==> src/rtl/sync_fifo_fwft.sv <==
// Single-clock FIFO with standard (registered) or first-word-fall-through read, programmable flags and sticky errors.
// Latency: write-to-empty-deassert 1 edge (std) / write-to-visible 2 edges (FWFT); writes dropped when full, reads ignored when empty.
module sync_fifo_fwft #(
    parameter int DATA_WIDTH = 8,
    parameter int FIFO_DEPTH = 32,
    parameter int FWFT_MODE  = 0,
    parameter     RAM_TYPE   = "block",
    localparam int CW        = $clog2(FIFO_DEPTH) + 1
) (
    input  logic                  i_clk,
    input  logic                  i_a_rst_n,
    input  logic                  i_wr_en,
    input  logic [DATA_WIDTH-1:0] i_wr_data,
    input  logic                  i_rd_en,
    output logic [DATA_WIDTH-1:0] o_rd_data,
    output logic                  o_rd_valid,
    output logic                  o_full,
    output logic                  o_empty,
    output logic [CW-1:0]         o_count,
    input  logic [CW-1:0]         i_prog_full_thr,
    input  logic [CW-1:0]         i_prog_empty_thr,
    output logic                  o_prog_full,
    output logic                  o_prog_empty,
    output logic                  o_overflow,
    output logic                  o_underflow,
    input  logic                  i_clr_err
);

    localparam int AW = $clog2(FIFO_DEPTH);

    logic [AW-1:0]         wr_ptr_q, wr_ptr_d;
    logic [AW-1:0]         rd_ptr_q, rd_ptr_d;
    logic [CW-1:0]         count_q, count_d;
    logic [DATA_WIDTH-1:0] rd_data_q, rd_data_d;
    logic                  rd_valid_q, rd_valid_d;
    logic                  ovf_q, ovf_d;
    logic                  unf_q, unf_d;

    logic [DATA_WIDTH-1:0] head_word;
    logic [CW-1:0]         mem_count;
    logic                  full;
    logic                  empty;
    logic                  wr_acc;
    logic                  rd_acc;
    logic                  mem_ld;

    // Storage: no reset, asynchronous read of the head word into the output register.
    generate
        if (RAM_TYPE == "distributed") begin : g_dist_ram
            (* ram_style = "distributed" *) logic [DATA_WIDTH-1:0] mem [FIFO_DEPTH];

            always_ff @(posedge i_clk) begin
                if (wr_acc) begin
                    mem[wr_ptr_q] <= i_wr_data;
                end
            end

            assign head_word = mem[rd_ptr_q];
        end else begin : g_block_ram
            (* ram_style = "block" *) logic [DATA_WIDTH-1:0] mem [FIFO_DEPTH];

            always_ff @(posedge i_clk) begin
                if (wr_acc) begin
                    mem[wr_ptr_q] <= i_wr_data;
                end
            end

            assign head_word = mem[rd_ptr_q];
        end
    endgenerate

    always_comb begin
        full      = (count_q == CW'(FIFO_DEPTH));
        wr_acc    = i_wr_en & ~full;
        mem_count = count_q;
        empty     = (count_q == '0);
        rd_acc    = 1'b0;
        mem_ld    = 1'b0;

        if (FWFT_MODE != 0) begin
            // The output register is part of the count; the memory holds the rest.
            mem_count = count_q - CW'(rd_valid_q);
            empty     = ~rd_valid_q;
            rd_acc    = i_rd_en & rd_valid_q;
            mem_ld    = (~rd_valid_q | rd_acc) & (mem_count != '0);
        end else begin
            rd_acc    = i_rd_en & ~empty;
            mem_ld    = rd_acc;
        end
    end

    always_comb begin
        wr_ptr_d  = wr_acc ? wr_ptr_q + AW'(1) : wr_ptr_q;
        rd_ptr_d  = mem_ld ? rd_ptr_q + AW'(1) : rd_ptr_q;
        rd_data_d = mem_ld ? head_word : rd_data_q;

        if (FWFT_MODE != 0) begin
            rd_valid_d = mem_ld | (rd_valid_q & ~rd_acc);
        end else begin
            rd_valid_d = rd_acc;
        end

        unique case ({wr_acc, rd_acc})
            2'b10:   count_d = count_q + CW'(1);
            2'b01:   count_d = count_q - CW'(1);
            default: count_d = count_q;
        endcase

        // A new error event on the clearing edge keeps the flag set.
        ovf_d = (i_wr_en & full) | (ovf_q & ~i_clr_err);
        unf_d = (i_rd_en & empty) | (unf_q & ~i_clr_err);
    end

    always_ff @(posedge i_clk or negedge i_a_rst_n) begin
        if (!i_a_rst_n) begin
            wr_ptr_q   <= '0;
            rd_ptr_q   <= '0;
            count_q    <= '0;
            rd_data_q  <= '0;
            rd_valid_q <= 1'b0;
            ovf_q      <= 1'b0;
            unf_q      <= 1'b0;
        end else begin
            wr_ptr_q   <= wr_ptr_d;
            rd_ptr_q   <= rd_ptr_d;
            count_q    <= count_d;
            rd_data_q  <= rd_data_d;
            rd_valid_q <= rd_valid_d;
            ovf_q      <= ovf_d;
            unf_q      <= unf_d;
        end
    end

    assign o_rd_data    = rd_data_q;
    assign o_rd_valid   = rd_valid_q;
    assign o_full       = full;
    assign o_empty      = empty;
    assign o_count      = count_q;
    assign o_overflow   = ovf_q;
    assign o_underflow  = unf_q;
    assign o_prog_full  = (i_prog_full_thr != '0) && (count_q >= i_prog_full_thr);
    assign o_prog_empty = (count_q <= i_prog_empty_thr);

endmodule

==> config.mk <==
export PLATFORM = sky130hd
export DESIGN_NAME = sync_fifo_fwft
export DESIGN_NICKNAME = d
export VERILOG_FILES = /design/src/rtl/sync_fifo_fwft.sv
export SDC_FILE = /design/constraint.sdc
export NUM_CORES = 1
export LEC_CHECK = 0
export CORE_UTILIZATION = 50
export DETAILED_ROUTE_END_ITERATION = 8
export PLACE_DENSITY = 0.68
export SYNTH_ARGS = -nofsm -noshare
export SYNTH_HDL_FRONTEND = slang
export SYNTH_SLANG_ARGS = --single-unit
export TNS_END_PERCENT = 30
==> constraint.sdc <==
create_clock -name i_clk -period 5.3 [get_ports i_clk]
set_input_delay 0.795 -clock i_clk [delete_from_list [all_inputs] [get_ports i_clk]]
set_output_delay 0.795 -clock i_clk [all_outputs]
set_load 0.05 [all_outputs]
Word-level counts from Yosys, hierarchy flattened. Memory sizes are Yosys's and may differ from the RTL's. A register that Yosys moved wholly into a read port is not among the register bits. Cells that the tools add are included. W data, S select, Z words.

Register bits: 19. Bits in latches: 0. RAM bits: 256. Bits in read-only memories: 0. Input bits: 25. Output and inout bits: 21. Logic and storage cells: 35. Memories kept: 1.

Add/sub/neg operators: 4. $mul: 0. Divide/modulo/power cells: 0. Magnitude comparators: 2. Eq/ne operators: 3. Shifts and indexed selects: 0. Multiplexer cells: 3. Bitwise operators: 11. Reductions and logical operators: 5.

Memories: g_block_ram.mem (words 32, bits a word 8, rd ports 1, clocked after memory_dff 1, wr ports 1, line 60) `(* ram_style = "block" *) logic [DATA_WIDTH-1:0] mem [FIFO_DEPTH];`.

Operators with widths (number): $pmux W6 S2 (1); $add A5 B1 Y5 const B (2); $add A6 B1 Y6 const B (1); $and A1 B1 Y1 (6); $eq A6 B6 Y1 const B (1); $ge A6 B6 Y1 (1); $le A6 B6 Y1 (1); $logic_not A6 Y1 (1); $reduce_bool A6 Y1 (1); $sub A6 B1 Y6 const B (1); $not A1 Y1 (3); $eq A2 B1 Y1 const B (1); $eq A2 B2 Y1 const B (1); $mux W1 (2); $or A1 B1 Y1 (2); $reduce_bool A2 Y1 (1); $logic_and A1 B1 Y1 (1); $logic_not A1 Y1 (1).

Logic depth before layout (Yosys ltp). Gate-level depths: netlist of the first run.

Depth after elaboration: 5. Mapped depth: 12.

Worst setup path before layout of the first run. Ideal clock, no wire load.

Path type: register to register. Start point: register count_q[1], in the netlist o_count[1]. End point: register count_q[5], in the netlist o_count[5]. Setup time: 0.084 ns. Data arrival time: 3.495 ns. Required time: 5.216 ns. Path slack: 1.721 ns. Stages on the path, launching flop included: 13. Path buffers: 1. Clock period less this slack: 3.579 ns. Path through: dfrtp_1 or4_4 nor3_4 nand2b_1 buf_4 inv_2 ha_1 ha_1 a21o_1 a21oi_1 or4_1 nand3_1 xor2_1.

Word-level cells in the longest chain between the ends: 5.

RTL lines: from (decl) (line 33) `logic [CW-1:0] count_q, count_d;`; from (signal assigned) (line 126) `count_q <= count_d;`; $logic_not A6 Y1 (*) (line 76) `empty = (count_q == '0);`; via o_empty (line 18) `output logic o_empty,`; $not A1 Y1 (*) (line 87) `rd_acc = i_rd_en & ~empty;`; $and A1 B1 Y1 (*) (line 87); via mem_ld (line 45) `logic mem_ld;`; $eq A2 B1 Y1 / $eq A2 B2 Y1 (equally long branches) (line 103) `unique case ({wr_acc, rd_acc})`; $pmux W6 S2 / $reduce_bool A2 Y1 (equally long branches).

The timed path passes the listed nets; every way through them passes the cells marked *. A chain may end at the register's enable or synchronous reset.

Worst setup path after layout of the first run.
Start point: input i_prog_empty_thr[1]. End point: output o_prog_empty.

Word-level cells in the longest chain between the ends: 1.

RTL lines: from (decl) (line 21) `input logic [CW-1:0] i_prog_empty_thr,`; $le A6 B6 Y1 (line 142) `assign o_prog_empty = (count_q <= i_prog_empty_thr);`; to (decl) (line 23) `output logic o_prog_empty,`.

Every way passes these cells.

==> results of run 1 <==
==> logic make-up (layout without fill, tap and decap cells) <==
kind of cell               count (synthesis)  in the layout  synth area share [%]
adders and majority gates                 23             23                  2.55
and+or+nand+nor                          104            104                  4.45
buffers and inverters                     48            122                  2.38
AOI/OAI and AO/OA                         78             78                  5.10
DFF                                      283            283                  72.2
muxes                                     77             77                  12.4
xor gates and xnor gates                  12             12                 0.908
==> cells in the final DEF, fill, tap and decap left out, types with 6 or more instances in the layout <==
cell,Yosys,final
sky130_fd_sc_hd__edfxtp_1,256,256
sky130_fd_sc_hd__mux4_2,49,49
sky130_fd_sc_hd__clkdlybuf4s50_1,0,45
sky130_fd_sc_hd__nor2_1,43,43
sky130_fd_sc_hd__clkbuf_16,0,28
sky130_fd_sc_hd__dfrtp_1,27,25
sky130_fd_sc_hd__mux2i_1,24,24
sky130_fd_sc_hd__ha_1,22,22
sky130_fd_sc_hd__nand2_1,20,20
sky130_fd_sc_hd__inv_1,18,18
sky130_fd_sc_hd__a221oi_1,14,14
sky130_fd_sc_hd__a21oi_1,12,12
sky130_fd_sc_hd__a22oi_1,11,11
sky130_fd_sc_hd__o21ai_0,10,10
sky130_fd_sc_hd__xnor2_1,10,10
sky130_fd_sc_hd__a22o_1,8,8
sky130_fd_sc_hd__nand2b_1,6,6
sky130_fd_sc_hd__clkinv_2,0,6
==> layout make-up <==
type | instances | area, um^2
fill | 1627 | 9440
sequential | 283 | 8370
clock buffer | 37 | 774
timing repair buffer | 51 | 508
tap | 285 | 357
clock inverter | 15 | 181
inverter | 19 | 71.3
multi-input combinational | 294 | 2940
==> worst paths after layout <==
kind	depth (start not counted)	slack (ns)	end
worst max-delay path	10	1.16	o_prog_empty
worst min-delay path	1	0.52	o_overflow$_DFF_PN0_
worst max register to register	11	1.56	o_count[5]$_DFFE_PN0P_
worst min register to register	1	0.52	o_overflow$_DFF_PN0_
max in group asynchronous	2	4.39	rd_ptr_q[0]$_DFFE_PN0P_
min in group asynchronous	2	0.62	o_count[3]$_DFFE_PN0P_
==> power by group through the flow <==
| stage | clock, mW | combinational (mW) | sequential, mW |
|---|---|---|---|
| floorplan | 0 | 1.55 | 2.99 |
| global placement | 0 | 2.10 | 3.03 |
| detailed placement | 0 | 2.15 | 3.04 |
| CTS | 2.04 | 2.16 | 2.99 |
| global route | 2.13 | 2.30 | 3.02 |
| finish | 2.02 | 2.14 | 2.99 |
==> sequential cells by signal, summed over array words and instances, names as in the netlist <==
name	flops
g_block_ram.mem	256
o_count	6
o_overflow	1
o_rd_data	8
o_rd_valid	1
o_underflow	1
rd_ptr_q	5
wr_ptr_q	5
==> per-stage QoR <==
stage	instances	util [%]	cell area, um^2
after floorplan	625	-	11600
after global placement	932	54.1	12200
after detailed placement	932	54.1	12200
after CTS	984	58.3	13200
after global routing	984	58.3	13200
final	984	58.3	13200
==> routing by layer <==
layer	global-route usage [%]	wire length, um
met2	34.2	11700
met1	29.0	10400
met4	5.29	416
met5	0	0
met3	4.62	1660
==> worst max-delay path: cells and delay by family <==
family                   cells  cell delay [ns]
AND/OR/NAND/NOR              1             0.14
buffers and inverters        3             1.33
adder cells (fa/ha/maj)      1             0.28
AO/OA/AOI/OAI                5             0.79
==> flow_summary.toml, run 1 <==
[min_path]
worst_hold_path_type = "reg -> reg"
min_from = "o_overflow$_DFF_PN0_"

[synthesis]
syn_nets = 673
most_area_hungry_cell_type_in_the_yosys_netlist = "sky130_fd_sc_hd__edfxtp_1"
postSynthCellCount = 625
synth_largest_type_area_fraction_pct = 66.4
synth_seq_area_share_pct = 72.2
average_instance_area_after_synthesis_um2 = 18.5
synth-seq-cells = 283
netlist_area_mm2 = 0.0116
asyncSetResetFlopFracSynth_pct = 9.54
synth_top_cells_by_area = "sky130_fd_sc_hd__edfxtp_1 66%, sky130_fd_sc_hd__mux4_2 9.5%, sky130_fd_sc_hd__dfrtp_1 5.8%"
post_synth_most_frequent_cells = "256 x sky130_fd_sc_hd__edfxtp_1, 49 x sky130_fd_sc_hd__mux4_2, 43 x sky130_fd_sc_hd__nor2_1"
ys_types = 52
yosys_warnings = 0
synth_edf_count = 256
yosys_most_used_dff = "sky130_fd_sc_hd__edfxtp_1"
yosys.cell_count.top_type = "sky130_fd_sc_hd__edfxtp_1"

[placement]
dp_slack_ns = 1.17
port_buffers = 45
place.detailed.hpwl_mm = 15.0
routabilityCongestion = 0.793

[global_route]
globalRoute.totalOverflow = 0
initial_antenna_violation_count = 0
pin_count_of_the_biggest_net_entering_global_routing = 45
global_route.usage.total_pct = 21.0
first_global_vias = 6071
first_pass_grt_wire_length_mm = 36.6

[run]
timing.max_cap.violations = 0

[clocking]
clock_tree_from_tritoncts = "done"
cts.path.max_buffers = 3
cts.repair_timing.setup_buffer_count = 0
cts_inserted_buffers = 28
cts_hold_buffers = 0
clk_pin_slew_ns = 0.06
root_buffer = "sky130_fd_sc_hd__clkbuf_16"
number_of_levels_in_the_clock_h_tree = 1
cts_num_sinks = 283
worst_skew_pair.late_latency_ns = 0.57
post_cts.resized_instances = 0

[finish]
syn_to_final_growth_pct = 14.0
layout_cell_share_with_drive_strength_beyond_1_pct = 16.2
num-nets-final = 725
n_antenna_cell = 0

[route]
drt_pass1_iterations = 4
totalWireLength_mm = 24.1
drc = 0
antenna_violating_nets_post_route = 0
route.detailed.wl_per_inst_um = 24.5
vias_per_cell = 6.07
initialDrtViolationCount = 586
num_vias = 5968

[worst_setup_path]
critPathMaxFanout = 2
crit_type = "in -> out"
cp_startpoint = "i_prog_empty_thr[1]"
critical_path.startpoint_type = "input port"
worst_setup_path_end_kind = "output pin"
cp.required_ns = 4.51
critical_path.most_common_cell = "sky130_fd_sc_hd__o21a_1"
critical-path-slowest-cell = "sky130_fd_sc_hd__clkdlybuf4s50_1"
timing.critical_path.slowest_cell_delay_ns = 0.83
path_cells = "clkdlybuf4s50_1 -> inv_1 -> ha_1 -> nor2b_1 -> o21a_1 -> o21a_1 -> o21a_1 -> o21a_1 -> o22ai_1 -> clkdlybuf4s50_1"
timing.rr.start = "o_count[1]$_DFFE_PN0P_"
arrival_ns = 3.34

[sta]
final_max_slew_viols = 0
skew_ns = 0.0259
final_critical_period_ns = 4.14
achievable-frequency_mhz = 242
grt_setup_unrepaired = "no"
worst_slew_pin_slew_ns = 1.33
hold_violations = 0
finalWorstSetupSlack_ns = 1.16
hold-worst-slack_ns = 0.523
max_slew_margin_pct = 11.3
final_worst_path_cycle_share_pct = 78.1
setup_total_negative_slack_ns = 0
setup_viol_count_final = 0

[die]
core-area_mm2 = 0.0226
top_level_ports = 46
initial_utilization_pct = 51.1
die-width_um = 154
vert_die_dim_um = 154
floorplan.die_area_mm2 = 0.0238
fp-row-count = 55

[power_and_ir_drop]
clkPwrFrac_pct = 28.2
switchingPower_mw = 2.38
power.switching_fraction_pct = 33.2
totalPowerFinal_mw = 7.15
comb_power_share_pct = 30.0
p_int_mw = 4.77
seqPwrFrac_pct = 41.8
vdd_ir_drop_max_mv = 0.442
power_density_cells_mw_per_mm2 = 542
cellLeakagePower_nw = 4.44

[status]
outcome = "completed"
Note: power is estimated with default switching activity, not from simulation.
==> run 2, diff against run 1 <==
--- a/config.mk
+++ b/config.mk
@@ -7,7 +7,7 @@
 export LEC_CHECK = 0
 export CORE_UTILIZATION = 50
 export DETAILED_ROUTE_END_ITERATION = 8
-export PLACE_DENSITY = 0.68
+export PLACE_DENSITY = 0.7
 export SYNTH_ARGS = -nofsm -noshare
 export SYNTH_HDL_FRONTEND = slang
 export SYNTH_SLANG_ARGS = --single-unit
==> constraint.sdc (replaced) <==
create_clock -name i_clk -period 3.71 [get_ports i_clk]
set_input_delay 0.5565 -clock i_clk [delete_from_list [all_inputs] [get_ports i_clk]]
set_output_delay 0.5565 -clock i_clk [all_outputs]
set_load 0.05 [all_outputs]
==> run 2 against run 1 <==
Net effect:
- first-iteration DRC count grew 1.4%
- via count increased by 1.3%
- sequential share of layout area decreased by 0.77 points
- register-to-register slack worse by 1.0 ns
- count of clock-buffer cells in the layout is 7 lower
- power up 44%
- critical path depth down 1
- clock power grew 47%
- cell count is 2.2% higher
==> flow_summary.toml, run 2 (synthesized netlist as in run 1, its figures left out) <==
[clocking]
clk_pin_slew_ns = 0.06
clock_tree_from_tritoncts = "done"
cts.path.max_buffers = 3
cts_hold_buffers = 0
post_cts.resized_instances = 0
worst_skew_pair.late_latency_ns = 0.54
root_buffer = "sky130_fd_sc_hd__clkbuf_16"
cts.repair_timing.setup_buffer_count = 0
cts_num_sinks = 283
cts_inserted_buffers = 29
number_of_levels_in_the_clock_h_tree = 1

[finish]
mostFrequentLayoutCells = "256 x sky130_fd_sc_hd__edfxtp_1, 49 x sky130_fd_sc_hd__mux4_2, 44 x sky130_fd_sc_hd__clkdlybuf4s50_1"
num-nets-final = 747
n_antenna_cell = 0
largest_reg_flops = 256
layout_cell_share_with_drive_strength_beyond_1_pct = 18.7
leading_cell_type_in_the_layout_fill_and_taps_excluded = "sky130_fd_sc_hd__edfxtp_1"
largest_register_by_flop_count = "g_block_ram.mem"
fin_cells = 1006
syn_to_final_growth_pct = 15.4

[route]
drc = 0
num_vias = 6044
vias_per_cell = 6.01
route.detailed.wl_per_inst_um = 24.4
drt_pass1_iterations = 5
initialDrtViolationCount = 594
totalWireLength_mm = 24.5
antenna_violating_nets_post_route = 0

[sta]
setup_total_negative_slack_ns = 0
final_max_slew_viols = 0
final_worst_path_cycle_share_pct = 92.6
worst_slew_pin_slew_ns = 1.25
grt_setup_unrepaired = "no"
skew_ns = 0.0198
achievable-frequency_mhz = 291
setup_viol_count_final = 0
final_critical_period_ns = 3.43
hold_violations = 0
max_slew_margin_pct = 16.7

[placement]
port_buffers = 45
place.detailed.hpwl_mm = 15.7
post_place_cells = 953
routabilityCongestion = 0.807

[worst_setup_path]
reg2reg_setup_slack_ns = 0.56
cp_num_buf_inv = 2
crit_type = "reg -> out"
critical_path.startpoint_type = "flop"
critical-path-top-delay-family = "buffers and inverters"
timing.critical_path.slowest_cell_delay_ns = 0.70
critical-path-slowest-cell = "sky130_fd_sc_hd__clkdlybuf4s50_1"
critPathMaxFanout = 6
critical_path.most_common_cell = "sky130_fd_sc_hd__a21oi_1"
cp.required_ns = 3.15
arrival_ns = 2.88
worst_setup_path_end_kind = "output pin"
path_cells = "inv_1 -> ha_1 -> nand2b_1 -> a21o_1 -> a21oi_1 -> nor2b_1 -> o21ai_0 -> a21oi_1 -> clkdlybuf4s50_1"

[die]
fp-row-count = 55
top_level_ports = 46
die-width_um = 154
vert_die_dim_um = 154
floorplan.die_area_mm2 = 0.0238
core-area_mm2 = 0.0226
initial_utilization_pct = 51.1

[power_and_ir_drop]
power_density_cells_mw_per_mm2 = 772
clkPwrFrac_pct = 28.7
cellLeakagePower_nw = 4.55
totalPowerFinal_mw = 10.3
comb_power_share_pct = 30.6
switchingPower_mw = 3.38
vdd_ir_drop_max_mv = 0.449
seqPwrFrac_pct = 40.7
p_int_mw = 6.93
power.switching_fraction_pct = 32.8

[global_route]
first_pass_grt_wire_length_mm = 38.0
global_route.usage.total_pct = 21.6
globalRoute.totalOverflow = 0
initial_antenna_violation_count = 0
pin_count_of_the_biggest_net_entering_global_routing = 33
first_global_vias = 6324

[status]
outcome = "completed"

[run]
timing.max_cap.violations = 0

[min_path]
worst_hold_path_type = "in -> async"
run 2: changes by cell type in the layout (fill, tap and decap cells not counted), sizes merged:
cell / previous run / this run
buf: 6 / 28
clkdlybuf4s50: 45 / 44
clkbuf: 37 / 30
clkinv: 10 / 14
bufinv: 3 / 5
inv: 19 / 20
clkinvlp: 2 / 3
run 2: worst paths after layout:
kind,from,endpoint,depth (start not counted)
worst max-delay path,o_count[0]$_DFFE_PN0P_,o_prog_full,9
worst min-delay path,i_a_rst_n,o_count[5]$_DFFE_PN0P_,2
worst max register to register,o_count[1]$_DFFE_PN0P_,o_count[5]$_DFFE_PN0P_,11
worst min register to register,o_underflow$_DFF_PN0_,o_underflow$_DFF_PN0_,1
max in group asynchronous,i_a_rst_n,rd_ptr_q[0]$_DFFE_PN0P_,2
min in group i_clk,o_underflow$_DFF_PN0_,o_underflow$_DFF_PN0_,1
run 2: final cells by class:
| type | count | area, um^2 |
|---|---|---|
| clock inverter | 23 | 246 |
| fill | 1599 | 9280 |
| clock buffer | 30 | 729 |
| multi-input combinational | 294 | 2940 |
| tap | 285 | 357 |
| inverter | 19 | 71.3 |
| sequential | 283 | 8370 |
| timing repair buffer | 72 | 651 |
run 2: through the flow:
step                      setup WS, ns  cell area (um^2)  util [%]  hold WS (ns)
final                            0.276             13400      59.0         0.389
after floorplan                  0.131             11600         -         0.261
after global placement           0.453             12400      54.7         0.493
after global routing             0.121             13400      59.0         0.424
after detailed placement         0.421             12400      54.7         0.511
after CTS                        0.234             13400      59.0         0.394
run 2: worst register-to-register path, cell delays in order, from the launching register on:
cell                       delay (ns)
sky130_fd_sc_hd__dfrtp_1         0.48
sky130_fd_sc_hd__or4_4           0.59
sky130_fd_sc_hd__nor3_4          0.16
sky130_fd_sc_hd__nand2b_1        0.18
sky130_fd_sc_hd__inv_2           0.09
sky130_fd_sc_hd__ha_1            0.31
sky130_fd_sc_hd__ha_1            0.32
sky130_fd_sc_hd__a21o_1          0.10
sky130_fd_sc_hd__a21oi_1         0.10
sky130_fd_sc_hd__or4_1           0.49
sky130_fd_sc_hd__nand3_1         0.12
sky130_fd_sc_hd__xor2_1          0.14
run 2: power by group through the flow:
stage / sequential [mW] / combinational (mW) / clock [mW]
detailed placement: 4.27 / 3.15 / 0
global placement: 4.24 / 3.08 / 0
CTS: 4.20 / 3.18 / 2.98
floorplan: 4.26 / 2.22 / 0
finish: 4.20 / 3.16 / 2.96
global route: 4.24 / 3.38 / 3.14
run 2: layer usage:
metal  vias up  part of all wire, %  GRT usage [%]  wire length, um
met1      3067                   41           30.6            10100
met4         0                  2.3           6.14              554
met2       269                   48           35.1            11800
met3        41                  8.6           3.59             2120
li1       2667                    -              -                -
met5         -                    0              0                0
==> run 3, diff against run 2 <==
--- a/config.mk
+++ b/config.mk
@@ -5,9 +5,9 @@
 export SDC_FILE = /design/constraint.sdc
 export NUM_CORES = 1
 export LEC_CHECK = 0
-export CORE_UTILIZATION = 50
+export CORE_UTILIZATION = 45
 export DETAILED_ROUTE_END_ITERATION = 8
-export PLACE_DENSITY = 0.7
+export SLEW_MARGIN = 10
 export SYNTH_ARGS = -nofsm -noshare
 export SYNTH_HDL_FRONTEND = slang
 export SYNTH_SLANG_ARGS = --single-unit
==> run 3 against run 2 <==
Net effect:
- combinational power rose by 3%
- setup slack lost 0.012 ns
- power grew 1.9%
- sequential power about the same
==> flow_summary.toml, run 3 (synthesized netlist as in run 1, its figures left out) <==
[sta]
final_max_slew_viols = 0
setup_viol_count_final = 0
worst_slew_pin_slew_ns = 1.13
hold_violations = 0
final_worst_path_cycle_share_pct = 92.9
setup_total_negative_slack_ns = 0
skew_ns = 0.00851
achievable-frequency_mhz = 290
hold-worst-slack_ns = 0.420
grt_setup_unrepaired = "no"
final_critical_period_ns = 3.45
max_slew_margin_pct = 24.1

[worst_setup_path]
critical-path-top-delay-family = "buffers and inverters"
worst_setup_path_end_kind = "output pin"
crit_type = "reg -> out"
critical_path.most_common_cell = "sky130_fd_sc_hd__a21oi_1"
cp_num_buf_inv = 2
critical-path-slowest-cell = "sky130_fd_sc_hd__clkdlybuf4s50_1"
path_cells = "inv_1 -> ha_1 -> nand2b_1 -> a21o_1 -> a21oi_1 -> nor2b_1 -> o21ai_0 -> a21oi_1 -> clkdlybuf4s50_1"
critPathMaxFanout = 6
critical_path.startpoint_type = "flop"
timing.critical_path.slowest_cell_delay_ns = 0.71
arrival_ns = 2.89
cp.required_ns = 3.15

[placement]
place.detailed.hpwl_mm = 15.9
routabilityCongestion = 0.832
port_buffers = 45
detailed_place.area_mm2 = 0.0126

[finish]
postLayoutCellArea_mm2 = 0.0136
layout_cell_share_with_drive_strength_beyond_1_pct = 20.6
mostFrequentLayoutCells = "256 x sky130_fd_sc_hd__edfxtp_1, 49 x sky130_fd_sc_hd__mux4_2, 43 x sky130_fd_sc_hd__nor2_1"
n_antenna_cell = 0
syn_to_final_growth_pct = 17.3
num-nets-final = 759
fillerInstances = 1941
largest_reg_flops = 256
leading_cell_type_in_the_layout_fill_and_taps_excluded = "sky130_fd_sc_hd__edfxtp_1"
largest_register_by_flop_count = "g_block_ram.mem"

[clocking]
worst_skew_pair.late_latency_ns = 0.55
number_of_levels_in_the_clock_h_tree = 1
clock_tree_from_tritoncts = "done"
cts.path.max_buffers = 3
post_cts.resized_instances = 0
clk_pin_slew_ns = 0.06
cts_num_sinks = 283
cts_inserted_buffers = 29
cts.repair_timing.setup_buffer_count = 0
cts_hold_buffers = 0
root_buffer = "sky130_fd_sc_hd__clkbuf_16"

[route]
initialDrtViolationCount = 548
drt_pass1_iterations = 5
antenna_violating_nets_post_route = 0
totalWireLength_mm = 25.7
route.detailed.wl_per_inst_um = 24.1
num_vias = 6072
vias_per_cell = 5.71
drc = 0

[power_and_ir_drop]
totalPowerFinal_mw = 10.5
vdd_ir_drop_max_mv = 0.463
cellLeakagePower_nw = 4.65
power_density_cells_mw_per_mm2 = 774

[status]
outcome = "completed"

[die]
top_level_ports = 46
core-area_mm2 = 0.0252
vert_die_dim_um = 162
fp-row-count = 58
die-width_um = 162
floorplan.die_area_mm2 = 0.0264
initial_utilization_pct = 46.0

[global_route]
first_pass_grt_wire_length_mm = 39.0
global_route.usage.total_pct = 20.2
globalRoute.totalOverflow = 0
pin_count_of_the_biggest_net_entering_global_routing = 37
first_global_vias = 6345
initial_antenna_violation_count = 0

[min_path]
worst_hold_path_type = "in -> async"

[run]
timing.max_cap.violations = 0
[run 3: metal layers]
metal | GRT usage, % | vias up | routed length (um)
li1 | - | 2682 | -
met1 | 27.7 | 3169 | 10900
met2 | 34.0 | 189 | 12900
met3 | 2.47 | 32 | 1310
met4 | 5.70 | 0 | 563
met5 | 0 | - | 0
[run 3: layout make-up]
class	instances	area [um^2]	share of cell area (%)
repair buffers	84	768	5.66
flip-flops and latches	283	8370	61.6
inverters	19	71.3	0.525
clock buffers	29	726	5.34
clock inverters	24	293	2.16
well taps	330	413	3.04
multi-input cells	294	2940	21.7
[run 3: worst reg2reg max path, stage by stage (launching register included)]
cell                       delay [ns]
sky130_fd_sc_hd__dfrtp_1         0.49
sky130_fd_sc_hd__or4_4           0.60
sky130_fd_sc_hd__nor3_4          0.15
sky130_fd_sc_hd__nand2b_1        0.17
sky130_fd_sc_hd__inv_2           0.09
sky130_fd_sc_hd__ha_1            0.31
sky130_fd_sc_hd__ha_1            0.33
sky130_fd_sc_hd__a21o_1          0.11
sky130_fd_sc_hd__a21oi_1         0.10
sky130_fd_sc_hd__or4_1           0.47
sky130_fd_sc_hd__nand3_1         0.11
sky130_fd_sc_hd__xor2_1          0.14
[run 3: through the flow]
step                utilization, %  setup slack, ns  instances
floorplan                        -            0.131        625
global placement              49.9            0.483       1010
detailed placement            49.9            0.452       1010
CTS                           54.0            0.238       1063
global route                  53.9            0.146       1063
finish                        53.9            0.264       1063
[run 3: worst paths after layout]
kind,endpoint,cells after the start,slack (ns),from
hold / removal,o_rd_valid$_DFF_PN0_,2,0.42,i_a_rst_n
setup reg to reg,o_count[5]$_DFFE_PN0P_,11,0.57,o_count[1]$_DFFE_PN0P_
min in group i_clk,o_rd_data[4]$_DFFE_PN0P_,2,0.51,o_rd_data[4]$_DFFE_PN0P_
setup / recovery,o_prog_full,9,0.26,o_count[0]$_DFFE_PN0P_
hold reg to reg,o_rd_data[4]$_DFFE_PN0P_,2,0.51,o_rd_data[4]$_DFFE_PN0P_
max in group asynchronous,rd_ptr_q[0]$_DFFE_PN0P_,2,2.96,i_a_rst_n
[run 3: report_power, final]
group	switching, mW	internal [mW]	leakage [nW]	total, mW
combinational	1.87	1.41	1.52	3.27
sequential	0.379	3.79	2.63	4.17
clock	1.21	1.85	0.494	3.06
total	3.45	7.05	4.65	10.5
